$ cat src/rtl/nor_pkg.sv
// Shared types and helpers for the NOR flash read controller.
// Covers bus modes, controller states, command opcodes and lane-count helpers.
package nor_pkg;

    typedef enum logic [1:0] {
        MODE_SPI  = 2'd0,
        MODE_DPI  = 2'd1,
        MODE_QPI  = 2'd2,
        MODE_RSVD = 2'd3
    } nor_mode_e;

    typedef enum logic [2:0] {
        ST_IDLE,
        ST_CMD,
        ST_ADDR,
        ST_DUMMY,
        ST_DATA,
        ST_GAP
    } nor_state_e;

    localparam logic [7:0] CMD_SPI = 8'h03;
    localparam logic [7:0] CMD_DPI = 8'hBB;
    localparam logic [7:0] CMD_QPI = 8'hEB;

    function automatic logic [2:0] lane_count(input nor_mode_e m);
        case (m)
            MODE_DPI: return 3'd2;
            MODE_QPI: return 3'd4;
            default:  return 3'd1;
        endcase
    endfunction

    function automatic logic [7:0] cmd_code(input nor_mode_e m);
        case (m)
            MODE_DPI: return CMD_DPI;
            MODE_QPI: return CMD_QPI;
            default:  return CMD_SPI;
        endcase
    endfunction

    function automatic logic [3:0] lane_mask(input logic [2:0] lanes);
        case (lanes)
            3'd4:    return 4'b1111;
            3'd2:    return 4'b0011;
            default: return 4'b0001;
        endcase
    endfunction

    // Lane counts are powers of two, so the sck-cycle count is a plain shift.
    function automatic logic [7:0] phase_len(input logic [7:0] bits, input logic [2:0] lanes);
        case (lanes)
            3'd4:    return bits >> 2;
            3'd2:    return bits >> 1;
            default: return bits;
        endcase
    endfunction

endpackage

$ cat src/rtl/nor_sck_gen.sv
// Flash clock divider: sck high then low for SCK_HALF clk cycles each.
// Rise/fall strobes flag the clk edge that is about to move sck.
module nor_sck_gen
    import nor_pkg::*;
#(
    parameter int unsigned SCK_HALF = 1
) (
    input  logic clk,
    input  logic rst,
    input  logic en,
    output logic sck,
    output logic tick,
    output logic rise,
    output logic fall
);

    localparam logic [3:0] LAST = 4'(SCK_HALF - 1);

    logic [3:0] cnt;

    // Parking the counter at LAST makes the first enabled edge raise sck.
    assign tick = (cnt == LAST);
    assign rise = en && tick && !sck;
    assign fall = en && tick && sck;

    always_ff @(posedge clk) begin
        if (rst || !en) begin
            cnt <= LAST;
            sck <= 1'b0;
        end else if (tick) begin
            cnt <= '0;
            sck <= ~sck;
        end else begin
            cnt <= cnt + 4'd1;
        end
    end

endmodule

$ cat src/rtl/nor_read_ctrl.sv
// NOR flash read controller: issues command/address/dummy phases in SPI, DPI
// or QPI and returns up to four little-endian data bytes with a ready pulse.
module nor_read_ctrl
    import nor_pkg::*;
#(
    parameter int unsigned SCK_HALF  = 1,
    parameter int unsigned CS_HIGH   = 4,
    parameter int unsigned DPI_DUMMY = 8,
    parameter int unsigned QPI_DUMMY = 10
) (
    input  logic        clk,
    input  logic        rst,
    input  logic [1:0]  mode,
    input  logic        req,
    input  logic [23:0] addr,
    input  logic [1:0]  size,
    output logic        ready,
    output logic [31:0] rdata,
    output logic        sck,
    output logic        csb,
    output logic [3:0]  sio_out,
    output logic [3:0]  sio_oe,
    input  logic [3:0]  sio_in
);

    localparam logic [15:0] GAP_LAST = 16'((CS_HIGH > 0) ? CS_HIGH - 1 : 0);

    nor_state_e state, state_nx;
    nor_mode_e  mode_q;
    nor_mode_e  mode_in;
    logic [1:0]  size_q;
    logic [2:0]  lanes_q;
    logic [31:0] tx;
    logic [31:0] rx;
    logic [7:0]  remain;
    logic [7:0]  next_len;
    logic [7:0]  dummy_len;
    logic [7:0]  data_bits;
    logic [15:0] gap_cnt;
    logic [31:0] rdata_nx;
    logic        busy;
    logic        finish;
    logic        phase_done;
    logic        sck_en;
    logic        tick;
    logic        rise;
    logic        fall;

    assign mode_in   = nor_mode_e'(mode);
    assign lanes_q   = lane_count(mode_q);
    assign busy      = (state == ST_CMD) || (state == ST_ADDR) ||
                       (state == ST_DUMMY) || (state == ST_DATA);
    assign sck_en    = busy && !finish;
    assign csb       = !busy;
    assign dummy_len = (lanes_q == 3'd2) ? 8'(DPI_DUMMY) : 8'(QPI_DUMMY);

    always_comb begin
        case (size_q)
            2'd0:    data_bits = 8'd8;
            2'd1:    data_bits = 8'd16;
            default: data_bits = 8'd32;
        endcase
    end

    nor_sck_gen #(
        .SCK_HALF(SCK_HALF)
    ) u_sck_gen (
        .clk (clk),
        .rst (rst),
        .en  (sck_en),
        .sck (sck),
        .tick(tick),
        .rise(rise),
        .fall(fall)
    );

    // Phases advance on the falling edge that closes their last sck cycle;
    // the transaction ends where the next rise would have been.
    always_comb begin
        state_nx   = state;
        finish     = 1'b0;
        phase_done = fall && (remain == 8'd1);
        case (state)
            ST_IDLE:  if (req) state_nx = ST_CMD;
            ST_CMD:   if (phase_done) state_nx = ST_ADDR;
            ST_ADDR: begin
                if (phase_done)
                    state_nx = (lanes_q == 3'd1 || dummy_len == 8'd0) ? ST_DATA : ST_DUMMY;
            end
            ST_DUMMY: if (phase_done) state_nx = ST_DATA;
            ST_DATA: begin
                if (remain == 8'd0 && tick && !sck) begin
                    finish   = 1'b1;
                    state_nx = ST_GAP;
                end
            end
            ST_GAP:   if (gap_cnt == 16'd0) state_nx = ST_IDLE;
            default:  state_nx = ST_IDLE;
        endcase
    end

    always_comb begin
        case (state_nx)
            ST_ADDR:  next_len = phase_len(8'd24, lanes_q);
            ST_DUMMY: next_len = dummy_len;
            ST_DATA:  next_len = phase_len(data_bits, lanes_q);
            default:  next_len = 8'd0;
        endcase
    end

    // Bytes arrive MSB-first in stream order; the first one belongs in rdata[7:0].
    always_comb begin
        case (size_q)
            2'd0:    rdata_nx = {24'h0, rx[7:0]};
            2'd1:    rdata_nx = {16'h0, rx[7:0], rx[15:8]};
            default: rdata_nx = {rx[7:0], rx[15:8], rx[23:16], rx[31:24]};
        endcase
    end

    always_comb begin
        sio_out = '0;
        sio_oe  = '0;
        if (state == ST_CMD || state == ST_ADDR) begin
            sio_oe = lane_mask(lanes_q);
            case (lanes_q)
                3'd4:    sio_out = tx[31:28];
                3'd2:    sio_out = {2'b00, tx[31:30]};
                default: sio_out = {3'b000, tx[31]};
            endcase
        end
    end

    always_ff @(posedge clk) begin
        if (rst) begin
            state   <= ST_IDLE;
            mode_q  <= MODE_SPI;
            size_q  <= '0;
            tx      <= '0;
            rx      <= '0;
            remain  <= '0;
            gap_cnt <= '0;
            ready   <= 1'b0;
            rdata   <= '0;
        end else begin
            state <= state_nx;
            ready <= finish;

            if (state == ST_IDLE && req) begin
                mode_q <= mode_in;
                size_q <= size;
                tx     <= {cmd_code(mode_in), addr};
                rx     <= '0;
                remain <= phase_len(8'd8, lane_count(mode_in));
            end

            if (fall) begin
                if (state == ST_CMD || state == ST_ADDR)
                    tx <= tx << lanes_q;
                remain <= (phase_done && state != ST_DATA) ? next_len : remain - 8'd1;
            end

            // SPI read data comes back on IO1, the flash's DO pin.
            if (rise && state == ST_DATA) begin
                case (lanes_q)
                    3'd4:    rx <= {rx[27:0], sio_in};
                    3'd2:    rx <= {rx[29:0], sio_in[1:0]};
                    default: rx <= {rx[30:0], sio_in[1]};
                endcase
            end

            if (finish) begin
                rdata   <= rdata_nx;
                gap_cnt <= GAP_LAST;
            end else if (state == ST_GAP && gap_cnt != 16'd0) begin
                gap_cnt <= gap_cnt - 16'd1;
            end
        end
    end

endmodule

$ cat config.mk
export PLATFORM = sky130hd
export DESIGN_NAME = nor_read_ctrl
export DESIGN_NICKNAME = d
export VERILOG_FILES = /design/src/rtl/nor_pkg.sv /design/src/rtl/nor_sck_gen.sv /design/src/rtl/nor_read_ctrl.sv
export SDC_FILE = /design/constraint.sdc
export NUM_CORES = 1
export LEC_CHECK = 0
export BUFFER_PORTS_ARGS = -buffer_cell sky130_fd_sc_hd__buf_4
export CORE_MARGIN = 2
export CORE_UTILIZATION = 50
export CTS_BUF_LIST = sky130_fd_sc_hd__clkbuf_8
export DETAILED_ROUTE_END_ITERATION = 8
export PLACE_DENSITY = 0.65
export SLEW_MARGIN = 20
export SYNTH_ARGS = -nofsm -noshare
export SYNTH_HDL_FRONTEND = slang
export SYNTH_SLANG_ARGS = --single-unit
export TNS_END_PERCENT = 30
$ cat constraint.sdc
create_clock -name clk -period 3.1 [get_ports clk]
set_clock_uncertainty 0.1 [all_clocks]
set_input_delay 0.62 -clock clk [delete_from_list [all_inputs] [get_ports clk]]
set_output_delay 0.62 -clock clk [all_outputs]
set_load 0.05 [all_outputs]
### Yosys cells after proc, flatten, opt, wreduce, memory -nomap -nowiden

Cells that the tools add are included.

| operators by class | value |
|---|---|
| $add $sub $neg | 3 |
| eq/ne operators | 20 |
| shift-type cells | 1 |
| muxes and demuxes | 37 |
| bitwise gates (word level) | 1 |
| reductions and logical operators | 32 |

Operators by type and width:

| operator | number |
|---|---|
| 32-bit two-way mux | 5 |
| 32-bit case mux with 2 select lines | 2 |
| 8-bit case mux with 2 select lines | 2 |
| 32-bit by 3-bit left shift with 32-bit output | 1 |
| 3-bit two-way mux | 9 |
| 8-bit two-way mux | 3 |
| 4-bit case mux with 2 select lines | 3 |
| 8-bit case mux with 3 select lines | 1 |
| 3-bit by 2-bit equality test with 1-bit output (second input constant) | 6 |
| 3-bit case mux with 6 select lines | 1 |
| 16-bit logical NOT | 1 |
| 8-bit logical NOT | 2 |
| 16-bit nonzero test | 1 |
| 16-bit by 1-bit subtractor with 16-bit output (second input constant) | 1 |
| 3-bit equality test (second input constant) | 5 |
| 3-bit case mux with 2 select lines | 2 |
| 6-bit case mux with 2 select lines | 1 |
| 1-bit logical AND | 11 |
| 5-bit case mux with 2 select lines | 1 |
| 8-bit by 1-bit equality test with 1-bit output (second input constant) | 1 |
| 4-bit two-way mux | 2 |
| 8-bit by 1-bit subtractor with 8-bit output (second input constant) | 1 |
| 2-bit by 1-bit equality test with 1-bit output (second input constant) | 3 |
| 3-bit by 1-bit equality test with 1-bit output (second input constant) | 2 |
| 13 further kinds | 27 |

| word-level totals | value |
|---|---|
| bits in registers | 133 |
| logic and storage cells | 106 |

### Logic depth before layout (Yosys ltp)

| logic depth | value |
|---|---|
| word-level depth | 16 |
| mapped depth | 11 |
| gate-level depth less buffers | 8 |

### Modules after synthesis

Synthesis repeated with hierarchy kept, for this count alone.

| second synthesis, totals | value |
|---|---|
| cell total of the unflattened synthesis | 918 |
| area total of the unflattened synthesis | 7,599.8 sq um |

By module, submodules not included:

| module | times used | cells each | area each (sq um) |
|---|---|---|---|
| nor_read_ctrl | 1 | 892 | 7,357.1 |
| nor_sck_gen | 1 | 26 | 242.7 |

### Worst setup path before layout

No wires, ideal clock.

| timing | value |
|---|---|
| kind | register to output |
| start point | reg mode_q[0] |
| end point | out sio_out[1] |
| arrival | 2.520 ns |
| path slack | -0.140 ns |
| cell stages (with the launch flop) | 8 |
| path buffers | 4 |
| path through | dfxtp_1 > inv_1 > ha_1 > buf_4 > buf_2 > buf_2 > clkbuf_1 > nor3_1 |

| on the way | value |
|---|---|
| longest elaborated chain between the ends | 5 |
| elaborated cells between the ends (all ways) | 7 |
| classes of those cells | eq/ne: 4; mux: 3 |

Ends and longest elaborated chain:

| element | RTL line | RTL |
|---|---|---|
| start, declared | nor_read_ctrl.sv:29 | `nor_mode_e mode_q;` |
| start signal, assigned | nor_read_ctrl.sv:149 | `mode_q <= mode_in;` |
| 2-bit equality test / 2-bit by 1-bit equality test with 1-bit output (equally long branches) | nor_pkg.sv:26 | `case (m)` |
| 3-bit case mux with 2 select lines * | nor_pkg.sv:26 |  |
| 3-bit by 2-bit equality test with 1-bit output / 3-bit equality test (equally long branches) | nor_read_ctrl.sv:125 | `case (lanes_q)` |
| 4-bit case mux with 2 select lines * | nor_read_ctrl.sv:125 |  |
| 4-bit two-way mux * | nor_read_ctrl.sv:123 | `if (state == ST_CMD \|\| state == ST_ADDR) begin` |
| end, declared | nor_read_ctrl.sv:21 | `output logic [3:0] sio_out,` |

Every way passes the cells marked *; elsewhere a longest branch is shown, timed or not.

### Worst setup path in the final report

| timing | value |
|---|---|
| start point | reg mode_q[0] |
| end point | out sio_out[0] |

Same word-level chain as after synthesis.

==> flow_summary.json <==
{
  "status": "completed",
  "synth_edf_count": 0,
  "io_pins": 78,
  "viasPerCell": 6.24,
  "cts_setup_buffers": 0,
  "pre_cts_slack_ps": 719,
  "cts_hold_buffers": 0,
  "setup_viol": 0,
  "hold_viol": 0,
  "grt_first_pass_wirelength_mm": 34.8,
  "post_route_cells_drive_above_1_share_pct": 17.0,
  "grt_usage_pct": 26.2,
  "yosysSeqAreaShare_pct": 35.4,
  "instances_no_fill": 1152,
  "fp.dieArea_mm2": 0.0160,
  "cp-end-kind": "primary output",
  "drtAntennaViolNets": 0,
  "cts_buffers": 17,
  "grt_overflow_total": 0,
  "syn_area_mm2": 0.00752,
  "rows": 44,
  "wl_mm": 20.7,
  "crit_arrival_ps": 2110,
  "final_common_cell": "dfxtp_1",
  "die_w_um": 127,
  "fin_crit_sh_pct": 91.2,
  "syn_to_final_growth_pct": 13.8,
  "diodes": 0,
  "n_fill_cell": 1383,
  "cp-start-kind": "flip-flop",
  "place_inst": 1120,
  "powerDensity_mw_per_mm2": 450,
  "wl_per_cell_um": 18.0,
  "nNetsFinal": 1001,
  "max-vdd-ir-drop_v": 0.000445,
  "ctsResizeCount": 0,
  "slew_violations": 0,
  "drtIter0Drc": 647,
  "cts-root-buf": "clkbuf_8",
  "ys_seq_elements": 133,
  "core_area_mm2": 0.0146,
  "syn_area_per_cell_um2": 8.14,
  "max_freq_mhz": 354,
  "relSlewSlack_pct": 39.1,
  "worst_pin_slew_ps": 912,
  "power_mw": 3.85,
  "first_pass_iters": 6,
  "grt_pass1_vias": 6887,
  "clkTransAtPathRegs_ps": 80,
  "netlist_instances": 924,
  "worstHoldPathType": "in2reg",
  "cp_data_required_time_ps": 2380,
  "p_leak_nw": 3.22,
  "grt_antenna_before_repair": 0,
  "yosys_warnings": 0,
  "rsz0062_at_grt": "no",
  "hold-worst-slack_ps": 327,
  "multi_input_area_mm2": 0.00444,
  "clk_latency_ps": 450,
  "yosysUniqueCellTypes": 58,
  "setup_ws_ps": 271,
  "htreeDepth": 4,
  "route.detailed.drc": 0,
  "place_hpwl_mm": 13.6,
  "numPortBuffers": 77,
  "async_flop_share_pct": 0,
  "synth_nets": 970,
  "grt_max_degree": 66,
  "min_period_ps": 2830,
  "maxCapViolCount": 0,
  "vias": 7191,
  "cts_tree": "built",
  "tns_ps": 0,
  "gp_congestion": 0.865,
  "die_y_um": 127,
  "final_cell_mix": "133 x dfxtp_1, 117 x nand2_1, 100 x buf_4",
  "worstPathMaxFanout": 28,
  "start_util_pct": 51.4,
  "clock_sinks": 133,
  "synthFlopType": "dfxtp_1",
  "clockBufferDepth": 2,
  "layout.area.seq_mm2": 0.00266,
  "path_class": "reg2out"
}
==> path summary, 6_finish.rpt <==
kind	start	end	slack [ps]	depth (start not counted)
worst max-delay path	mode_q[0]	sio_out[0]	270	6
worst min-delay path	size[0]	size_q[0]	330	3
worst max register to register	state[0]	tx[15]	660	5
worst min register to register	rx[31]	rx[31]	370	2
==> per-stage QoR <==
stage | cell area [µm²] | util [%]
finish | 8560 | 58.5
global route | 8560 | 58.5
CTS | 8560 | 58.5
detailed placement | 8170 | 55.8
global placement | 8170 | 55.8
floorplan | 7530 | -
==> worst max-delay path, cell delays in order (launching register included) <==
cell     delay [ps]
dfxtp_1         360
inv_1            90
ha_4            490
inv_1           250
o21ai_0         200
nor2_1           70
buf_4           200
==> where the power goes <==
group | internal, mW | switching (mW)
Combinational | 0.240 | 0.353
Sequential | 1.75 | 0.0543
Clock | 0.752 | 0.708
Total | 2.74 | 1.11
==> cells by family after synthesis <==
family          share of synthesized area [%]
buf+inv                                  6.04
simple gates                             23.4
mux                                      7.95
flops                                    35.4
xor+xnor                                 2.21
fa+ha+maj                                1.83
compound gates                           23.1
==> cell usage after synthesis, drive strengths merged, types with 2 or more instances <==
master  count  area (µm²)
a211oi     18         135
a21oi      86         430
a221o      31         310
a22o       16         140
a22oi       3        22.5
a311oi     26         228
a31oi       8        50.1
and2        6        37.5
and3       28         175
and4        2        17.5
buf        33         180
clkbuf     56         210
dfxtp     133        2660
ha         11         138
inv        17        63.8
mux2        4        45.0
mux2i      26         260
mux4       13         293
nand2     118         445
nand2b      3        18.8
nand3      42         210
nand3b      3        22.5
nand4       7        43.8
nor2       95         357
nor2b       9        56.3
nor3       24         146
nor3b       3        27.5
nor4        9        86.3
nor4b       4        41.3
o211ai     33         253
o21ai      19        95.1
or3         6        42.5
xnor2      13         114
xor2        6        52.6
==> metal layers <==
| metal | GRT usage [%] | part of all wire, % |
|---|---|---|
| met5 | 0 | 0 |
| met1 | 37.1 | 46 |
| met2 | 40.9 | 46 |
| met4 | 7.37 | 1.3 |
| met3 | 5.57 | 6.2 |
==> cell type report <==
cell class              count  area share (%)
clock buffers              19            3.05
flip-flops and latches    133            31.1
well taps                 184            2.69
clock inverters            13            1.56
inverters                  17           0.745
repair buffers            101            9.00
multi-input cells         685            51.8
==> sequential cells by signal (all words and copies together), names as in the netlist, 3 cells and up <==
signal and cells:
u_sck_gen.cnt 4, gap_cnt 16, rx 32, rdata 32
remain 8, state 3, tx 32
Note: power is estimated with default switching activity, not from simulation.
